**config.mk**
```make
export PLATFORM = sky130hd
export DESIGN_NAME = mem_stage_access
export DESIGN_NICKNAME = d
export VERILOG_FILES = /design/src/rtl/mem_stage_access.sv
export SDC_FILE = /design/constraint.sdc
export NUM_CORES = 1
export LEC_CHECK = 0
export ABC_CLOCK_PERIOD_IN_PS = 4600
export CAP_MARGIN = 0
export CELL_PAD_IN_SITES_DETAIL_PLACEMENT = 0
export CELL_PAD_IN_SITES_GLOBAL_PLACEMENT = 1
export CORE_AREA = 5 5 122 152
export CTS_BUF_LIST = sky130_fd_sc_hd__clkbuf_4
export CTS_CLUSTER_SIZE = 12
export DETAILED_ROUTE_END_ITERATION = 8
export DIE_AREA = 0 0 127 157
export GPL_ROUTABILITY_DRIVEN = 0
export GPL_TIMING_DRIVEN = 0
export PLACE_DENSITY_LB_ADDON = 0.1
export SLEW_MARGIN = 30
export SYNTH_ARGS = -nofsm -noshare
export SYNTH_HDL_FRONTEND = slang
export SYNTH_SLANG_ARGS = --single-unit
export TNS_END_PERCENT = 30
```
**constraint.sdc**
```tcl
create_clock -name clk -period 4.6 [get_ports clk]
set_clock_uncertainty 0.2 [all_clocks]
set_input_delay 0.92 -clock clk [delete_from_list [all_inputs] [get_ports clk]]
set_output_delay 0.92 -clock clk [all_outputs]
set_load 0.05 [all_outputs]
```
**src/rtl/mem_stage_access.sv**
```systemverilog
// rtl/mem_stage_access.sv - MEM pipeline stage: ALU pass-through and data-memory load/store access
//
// Purpose: produces the MEM-side inputs of the MEM->WB register. Non-memory
// instructions pass straight through in the same cycle. Loads and stores run
// one req/ack transaction per op (IDLE -> REQ -> DONE) and stall upstream
// until done. Illegal or misaligned ops raise a fault pulse and never reach the bus.
//
// Ports:
//   clk, rst              clock; synchronous active-low reset
//   EX_*                  EX/MEM register contents (valid, alu_out/address,
//                         store data, rd, we, load/store flags, funct3)
//   dmem_req/we/addr/     registered data-memory bus request, held until ack
//   wdata/wstrb
//   dmem_ack, dmem_rdata  bus completion and read data
//   MEM_data_mem/rd/we    result, destination and write enable to WB
//   MEM_stall             hold PC/IF/ID/EX registers
//   MEM_misaligned        fault pulse for illegal or misaligned access
module mem_stage_access #(
  parameter int XLEN   = 32,
  parameter int STRB_W = XLEN / 8
) (
  input  logic              clk,
  input  logic              rst,
  input  logic              EX_valid,
  input  logic [XLEN-1:0]   EX_alu_out,
  input  logic [XLEN-1:0]   EX_store_data,
  input  logic [4:0]        EX_rd,
  input  logic              EX_we,
  input  logic              EX_mem_rd,
  input  logic              EX_mem_wr,
  input  logic [2:0]        EX_funct3,
  output logic              dmem_req,
  output logic              dmem_we,
  output logic [XLEN-1:0]   dmem_addr,
  output logic [XLEN-1:0]   dmem_wdata,
  output logic [STRB_W-1:0] dmem_wstrb,
  input  logic              dmem_ack,
  input  logic [XLEN-1:0]   dmem_rdata,
  output logic [XLEN-1:0]   MEM_data_mem,
  output logic [4:0]        MEM_rd,
  output logic              MEM_we,
  output logic              MEM_stall,
  output logic              MEM_misaligned
);

  typedef enum logic [1:0] {IDLE, REQ, DONE} state_t;

  state_t            state_q, state_d;
  logic [1:0]        addr_lo_q, addr_lo_d;
  logic [2:0]        funct3_q, funct3_d;
  logic [4:0]        rd_q, rd_d;
  logic              we_q, we_d;
  logic              is_load_q, is_load_d;
  logic [XLEN-1:0]   rdata_q, rdata_d;
  logic              dmem_req_q, dmem_req_d;
  logic              dmem_we_q, dmem_we_d;
  logic [XLEN-1:0]   dmem_addr_q, dmem_addr_d;
  logic [XLEN-1:0]   dmem_wdata_q, dmem_wdata_d;
  logic [STRB_W-1:0] dmem_wstrb_q, dmem_wstrb_d;

  logic              mem_op, f3_legal, misaligned, fault;
  logic [XLEN-1:0]   st_wdata, ld_ext;
  logic [STRB_W-1:0] st_wstrb;
  logic [7:0]        ld_byte;
  logic [15:0]       ld_half;

  assign dmem_req   = dmem_req_q;
  assign dmem_we    = dmem_we_q;
  assign dmem_addr  = dmem_addr_q;
  assign dmem_wdata = dmem_wdata_q;
  assign dmem_wstrb = dmem_wstrb_q;

  assign mem_op = EX_valid & (EX_mem_rd | EX_mem_wr);

  // Legality and alignment of the op currently presented by EX.
  always_comb begin
    f3_legal   = 1'b0;
    misaligned = 1'b0;
    if (EX_mem_rd && !EX_mem_wr) begin
      f3_legal = (EX_funct3 == 3'b000) || (EX_funct3 == 3'b001) || (EX_funct3 == 3'b010) ||
                 (EX_funct3 == 3'b100) || (EX_funct3 == 3'b101);
    end else if (EX_mem_wr && !EX_mem_rd) begin
      f3_legal = (EX_funct3 == 3'b000) || (EX_funct3 == 3'b001) || (EX_funct3 == 3'b010);
    end
    case (EX_funct3[1:0])
      2'b01:   misaligned = EX_alu_out[0];
      2'b10:   misaligned = |EX_alu_out[1:0];
      default: misaligned = 1'b0;
    endcase
  end

  assign fault = mem_op & (~f3_legal | misaligned);

  // Store data is replicated across lanes; the strobe picks the lane(s).
  always_comb begin
    st_wdata = EX_store_data;
    st_wstrb = '0;
    if (EX_mem_wr) begin
      case (EX_funct3[1:0])
        2'b00: begin
          st_wdata = {4{EX_store_data[7:0]}};
          st_wstrb = 4'b0001 << EX_alu_out[1:0];
        end
        2'b01: begin
          st_wdata = {2{EX_store_data[15:0]}};
          st_wstrb = 4'b0011 << EX_alu_out[1:0];
        end
        default: st_wstrb = 4'b1111;
      endcase
    end
  end

  // Load lane extraction from the captured read word.
  always_comb begin
    ld_byte = rdata_q[{addr_lo_q, 3'b000} +: 8];
    ld_half = addr_lo_q[1] ? rdata_q[31:16] : rdata_q[15:0];
    case (funct3_q)
      3'b000:  ld_ext = {{24{ld_byte[7]}}, ld_byte};
      3'b001:  ld_ext = {{16{ld_half[15]}}, ld_half};
      3'b100:  ld_ext = {24'b0, ld_byte};
      3'b101:  ld_ext = {16'b0, ld_half};
      default: ld_ext = rdata_q;
    endcase
  end

  always_comb begin
    state_d        = state_q;
    addr_lo_d      = addr_lo_q;
    funct3_d       = funct3_q;
    rd_d           = rd_q;
    we_d           = we_q;
    is_load_d      = is_load_q;
    rdata_d        = rdata_q;
    dmem_req_d     = dmem_req_q;
    dmem_we_d      = dmem_we_q;
    dmem_addr_d    = dmem_addr_q;
    dmem_wdata_d   = dmem_wdata_q;
    dmem_wstrb_d   = dmem_wstrb_q;
    MEM_data_mem   = '0;
    MEM_rd         = '0;
    MEM_we         = 1'b0;
    MEM_stall      = 1'b0;
    MEM_misaligned = 1'b0;
    case (state_q)
      IDLE: begin
        if (!mem_op) begin
          MEM_data_mem = EX_valid ? EX_alu_out : '0;
          MEM_rd       = EX_valid ? EX_rd : 5'd0;
          MEM_we       = EX_valid & EX_we;
        end else if (fault) begin
          MEM_misaligned = 1'b1;
        end else begin
          MEM_stall    = 1'b1;
          addr_lo_d    = EX_alu_out[1:0];
          funct3_d     = EX_funct3;
          rd_d         = EX_rd;
          we_d         = EX_we;
          is_load_d    = EX_mem_rd;
          dmem_req_d   = 1'b1;
          dmem_we_d    = EX_mem_wr;
          dmem_addr_d  = {EX_alu_out[XLEN-1:2], 2'b00};
          dmem_wdata_d = st_wdata;
          dmem_wstrb_d = st_wstrb;
          state_d      = REQ;
        end
      end
      REQ: begin
        MEM_stall = 1'b1;
        if (dmem_ack) begin
          dmem_req_d = 1'b0;
          if (is_load_q) rdata_d = dmem_rdata;
          state_d = DONE;
        end
      end
      DONE: begin
        // EX still shows the op just completed; it is re-evaluated from IDLE.
        MEM_rd = rd_q;
        if (is_load_q) begin
          MEM_we       = we_q;
          MEM_data_mem = ld_ext;
        end
        state_d = IDLE;
      end
      default: state_d = IDLE;
    endcase
  end

  always_ff @(posedge clk) begin
    if (!rst) begin
      state_q      <= IDLE;
      addr_lo_q    <= '0;
      funct3_q     <= '0;
      rd_q         <= '0;
      we_q         <= 1'b0;
      is_load_q    <= 1'b0;
      rdata_q      <= '0;
      dmem_req_q   <= 1'b0;
      dmem_we_q    <= 1'b0;
      dmem_addr_q  <= '0;
      dmem_wdata_q <= '0;
      dmem_wstrb_q <= '0;
    end else begin
      state_q      <= state_d;
      addr_lo_q    <= addr_lo_d;
      funct3_q     <= funct3_d;
      rd_q         <= rd_d;
      we_q         <= we_d;
      is_load_q    <= is_load_d;
      rdata_q      <= rdata_d;
      dmem_req_q   <= dmem_req_d;
      dmem_we_q    <= dmem_we_d;
      dmem_addr_q  <= dmem_addr_d;
      dmem_wdata_q <= dmem_wdata_d;
      dmem_wstrb_q <= dmem_wstrb_d;
    end
  end

endmodule

```
Yosys cells after proc, flatten, opt, wreduce, memory -nomap -nowiden. Index checks and enable logic that the tools add are counted.

Word-level logic and storage cells: 87. Input bits: 111. Register bits: 114.

Reductions and logical operators: 18. Equal/unequal tests: 14. Multiplexer cells: 33. Bitwise logic cells: 7. Shift operators: 3.

Operators with widths (number): $mux W32 (4); $pmux W32 S2 (2); $pmux W32 S4 (1); $shiftx A32 B6 Y8 (1); $mux W16 (1); $eq A3 B3 Y1 const B (4); $mux W1 (12); $mux W5 (2); $pmux W5 S2 (1); $reduce_and A3 Y1 (3); $pmux W1 S2 (4); $pmux W4 S2 (1); $eq A3 B1 Y1 const B (2); $logic_not A3 Y1 (2); $mux W2 (3); $ne A2 B2 Y1 const B (3); $eq A2 B1 Y1 const B (2); $eq A2 B2 Y1 const B (2); $logic_not A2 Y1 (2); $logic_or A1 B1 Y1 (4); $mux W4 (1); $pmux W2 S2 (1); $reduce_and A4 Y1 (1); $shl A1 B2 Y4 const A (1); other kinds (9) (15).

Depth between registers and ports, before layout.
Depth in word-level cells: 12. Mapped depth: 8. Mapped depth without buffers: 6.

Least setup slack after synthesis. OpenSTA, ideal clock, no wires.

Kind: input-to-output. Start: in EX_funct3[1]. End: out MEM_misaligned. Arrival: 2.978 ns. Path buffers: 2. Required time: 3.480 ns. Stages: 7. Slack: 0.502 ns. Cell sequence: inv_1 -> ha_1 -> o211a_1 -> a31oi_1 -> buf_2 -> buf_1 -> a211oi_1.

Word-level cells in the longest chain between the ends: 12.

RTL lines: start, declared (RTL line 31) `input logic [2:0] EX_funct3,`; $eq A3 B1 Y1 / $logic_not A3 Y1 (equally long branches) (RTL line 80, 83); $logic_or A1 B1 Y1 (2 in a row) (RTL line 80, 83); $logic_or A1 B1 Y1 (RTL line 80) `f3_legal = (EX_funct3 == 3'b000) || (EX_funct3 == 3'b001) || (EX_funct3 == 3'b010) ||`; $logic_or A1 B1 Y1 (RTL line 81) `(EX_funct3 == 3'b100) || (EX_funct3 == 3'b101);`; $mux W1 (RTL line 79) `if (EX_mem_rd && !EX_mem_wr) begin`; $not A1 Y1 (RTL line 92) `assign fault = mem_op & (~f3_legal | misaligned);`; $or A1 B1 Y1 * (RTL line 92); $and A1 B1 Y1 * (RTL line 92); $mux W1 * (RTL line 150) `end else if (fault) begin`; $mux W1 * (RTL line 146) `if (!mem_op) begin`; $mux W1 * (RTL line 144) `case (state_q)`; end, declared (RTL line 43) `output logic MEM_misaligned`.

Every way passes the cells marked *; elsewhere a longest branch is shown, timed or not.

Worst setup path in the final report.
Start: in EX_valid. End: out MEM_data_mem[5].

Word-level cells in the longest chain between the ends: 3.

RTL lines: start, declared (RTL line 24) `input logic EX_valid,`; $mux W32 / $and A1 B1 Y1 (equally long branches) (RTL line 147, 73); $mux W32 * (RTL line 146); $pmux W32 S2 * (RTL line 144); end, declared (RTL line 39) `output logic [XLEN-1:0] MEM_data_mem,`.

Marks and branches as above.

==> impl_metrics.py <==
metrics = {
    "outcome": {
        "status": "finished, final reports clean",
    },
    "timing": {
        "rsz0062_at_grt": "no",
        "setup_viol": 0,
        "period_share": 0.977,
        "period_needed_ps": 4500,
        "worst_slew_margin_rel": 0.589,
        "fmax_mhz": 222,
        "worstMarginPinSlew_ps": 616,
        "report.final.hold_viol_count": 0,
        "finalMaxSlewViolations": 0,
    },
    "detailed_routing": {
        "routedWlPerCell_um": 19.3,
        "routed.top_layer": "met4",
        "drt_iter0_drc": 318,
        "dr.pass1.iters": 5,
        "via_count": 5882,
        "via_per_inst": 5.11,
        "drc": 0,
        "routed_wirelength_mm": 22.1,
        "m1WireLength_mm": 8.65,
        "drtAntennaViolNets": 0,
        "met2_length_mm": 11.6,
        "routed-wl-met3_mm": 1.40,
    },
    "global_route": {
        "grt_max_degree": 20,
        "antenna_found_initial": 1,
        "grt_use_total": 0.215,
        "grt_pass1_wl_mm": 33.0,
        "grt_overflow": 0,
        "grt_pass1_vias": 5844,
    },
    "power_and_ir_drop": {
        "p_leak_nw": 3.64,
        "power_per_cell_area_mw_per_mm2": 286,
        "ir_drop_mv": 0.126,
        "power_mw": 2.43,
    },
    "clock_tree": {
        "clockRootBuffer": "clkbuf_4",
        "postCtsHoldBufs": 0,
        "clk_latency_ps": 550,
        "clock-sinks": 114,
        "clk_path_buf_depth": 2,
        "clkTransAtPathRegs_ps": 110,
        "postCtsSetupBuffers": 0,
        "h-tree-depth": 4,
        "cts_tree": "built",
        "cts_made_buffers": 17,
    },
    "final_layout": {
        "fin_cells": 1150,
        "area_growth_pct": 46.6,
        "fillCellCount": 1687,
        "nNetsFinal": 1030,
        "layout-drive-gt1-share": 0.104,
    },
    "floorplanning": {
        "die_area_mm2": 0.0199,
        "chipHeight_um": 157,
        "io_pins": 221,
        "std_cell_rows": 53,
        "die_w_um": 127,
        "start_util": 0.344,
        "coreArea_mm2": 0.0168,
    },
    "synth": {
        "syn_area_mm2": 0.00579,
        "ys_types": 47,
        "synth.area.top_cells": "dfxtp_1 (39%), nand2_1 (12%), mux2i_1 (8.8%)",
        "ys_warn_count": 0,
        "netlist_instances": 681,
        "synth_top_area_frac": 0.394,
        "postSynthAreaPerCell_um2": 8.50,
        "synth_seq_cells": 114,
        "async_flop_share": 0,
        "synth_common_cells": "nand2_1 (178), dfxtp_1 (114), mux2i_1 (51)",
        "synth_seq_area_share": 0.394,
        "yosysMostFrequentCell": "nand2_1",
        "synthFlopType": "dfxtp_1",
        "synth-edff-count": 0,
        "yosys.area.top_type": "dfxtp_1",
    },
    "worst_setup_path": {
        "path_common_cell": "buf_2",
        "slowest_stage": "clkdlybuf4s15_1",
        "critPathKind": "input port to output port",
        "startpoint_type": "input port",
        "crit_arrival_ps": 3380,
        "crit_required_ps": 3480,
        "crit_buf_inv": 4,
        "r2r_end": "dmem_addr[11]",
        "crit_fanout": 10,
        "rr_startpoint": "state_q[1]",
        "crit_chain": "clkdlybuf4s50_1, or3b_4, nor3_1, buf_2, buf_2, nand2_1, o21ai_1, clkdlybuf4s15_1",
        "r2r_cells": 6,
        "critPathMaxStageDelay_ps": 520,
        "endpoint_kind": "output port",
        "path_delay_family": "buffers and inverters",
        "reg2reg_setup_slack_ps": 2510,
    },
    "place": {
        "placedCellCount": 1118,
        "io_buffers": 216,
        "hpwl_mm": 17.6,
    },
    "min_path": {
        "whs_path_depth": 2,
        "holdPathEnd": "dmem_wdata[6]",
        "hold_start": "dmem_wdata[6]",
        "min_path_type": "register to register",
    },
    "flow_run": {
        "drv_cap": 0,
    },
}
## through the flow
stage	hold WS, ps	util	worst slack (ps)	instance area (um2)	setup TNS (ps)
2_1_floorplan	235	-	502	5790	0
3_3_place_gp	238	0.489	-742	8230	-7830
3_5_place_dp	244	0.489	-781	8230	-7810
4_1_cts	260	0.506	-25.4	8520	-47.5
5_1_grt	284	0.504	0.498	8490	0
6_report	264	0.504	104	8490	0
## worst min-delay path, delay by kind of cell, from the launching register on
family / cells / cell delay (ps)
AO/OA/AOI/OAI: 1 / 50
flip-flops: 1 / 330
AND/OR/NAND/NOR: 1 / 50
## layer usage
layer / GRT usage / up-vias
li1: - / 2891
met1: 0.245 / 2754
met2: 0.397 / 211
met3: 0.0499 / 26
met4: 0.0659 / 0
met5: 0 / -
## cell usage in the layout, fill, tap and decap left out, types with 18 or more instances in the layout
cell,Yosys,routed
clkdlybuf4s50_1,0,175
clkbuf_2,0,21
a22oi_1,21,21
clkbuf_1,32,30
o211a_1,25,25
a21boi_0,32,32
buf_2,18,18
dfxtp_1,114,114
nand3_1,27,27
nand2_1,178,178
mux2i_1,51,51
## worst max-delay path by stage
stage | depth (start not counted) | end | slack (ps) | startpoint
floorplan | 7 | MEM_misaligned | 500 | EX_funct3[1]
global placement | 9 | MEM_stall | -740 | EX_funct3[1]
detailed placement | 9 | MEM_stall | -780 | EX_funct3[1]
CTS | 7 | MEM_rd[0] | -30 | EX_valid
global route | 8 | MEM_data_mem[5] | 0.5 | EX_valid
finish | 8 | MEM_data_mem[5] | 100 | EX_valid
## cell families (layout without fill, tap and decap cells)
kind of cell,count (synthesis),in the layout,synth area share
and+or+nand+nor,273,273,0.207
other,1,3,0.000648
buffers and inverters,69,316,0.0596
DFF,114,114,0.394
adders and majority gates,3,3,0.00648
muxes,60,60,0.106
AOI/OAI and AO/OA,161,161,0.226
## power breakdown
group / switching, mW / internal [mW] / total [mW]
logic: 0.320 / 0.224 / 0.544
clock network: 0.414 / 0.426 / 0.840
registers: 0.0214 / 1.02 / 1.04
total: 0.755 / 1.67 / 2.43
## what timing repair did
action / 4_1_cts / 5_1_grt
cloned: 0 / 0
endpoints found under the setup margin: 32 / 34
resized for setup: 35 / 53
## final cells by class
cell class / instances / area (um2) / share of cell area
Timing Repair Buffer: 216 / 2090 / 0.246
Tap cell: 220 / 275 / 0.0324
Multi-Input combinational cell: 499 / 3170 / 0.374
Sequential cell: 114 / 2280 / 0.269
Antenna cell: 1 / 2.50 / 0.000295
Clock inverter: 15 / 191 / 0.0226
Clock buffer: 17 / 128 / 0.0150
Inverter: 4 / 15.0 / 0.00177
Buffer: 64 / 332 / 0.0391
## state kept, by name (all words and copies together), names as in the netlist
signal / count
we_q: 1
dmem_req: 1
funct3_q: 3
dmem_we: 1
rdata_q: 32
rd_q: 5
state_q: 2
dmem_addr: 30
is_load_q: 1
addr_lo_q: 2
dmem_wdata: 32
dmem_wstrb: 4
(Power assumes the default switching activity.)
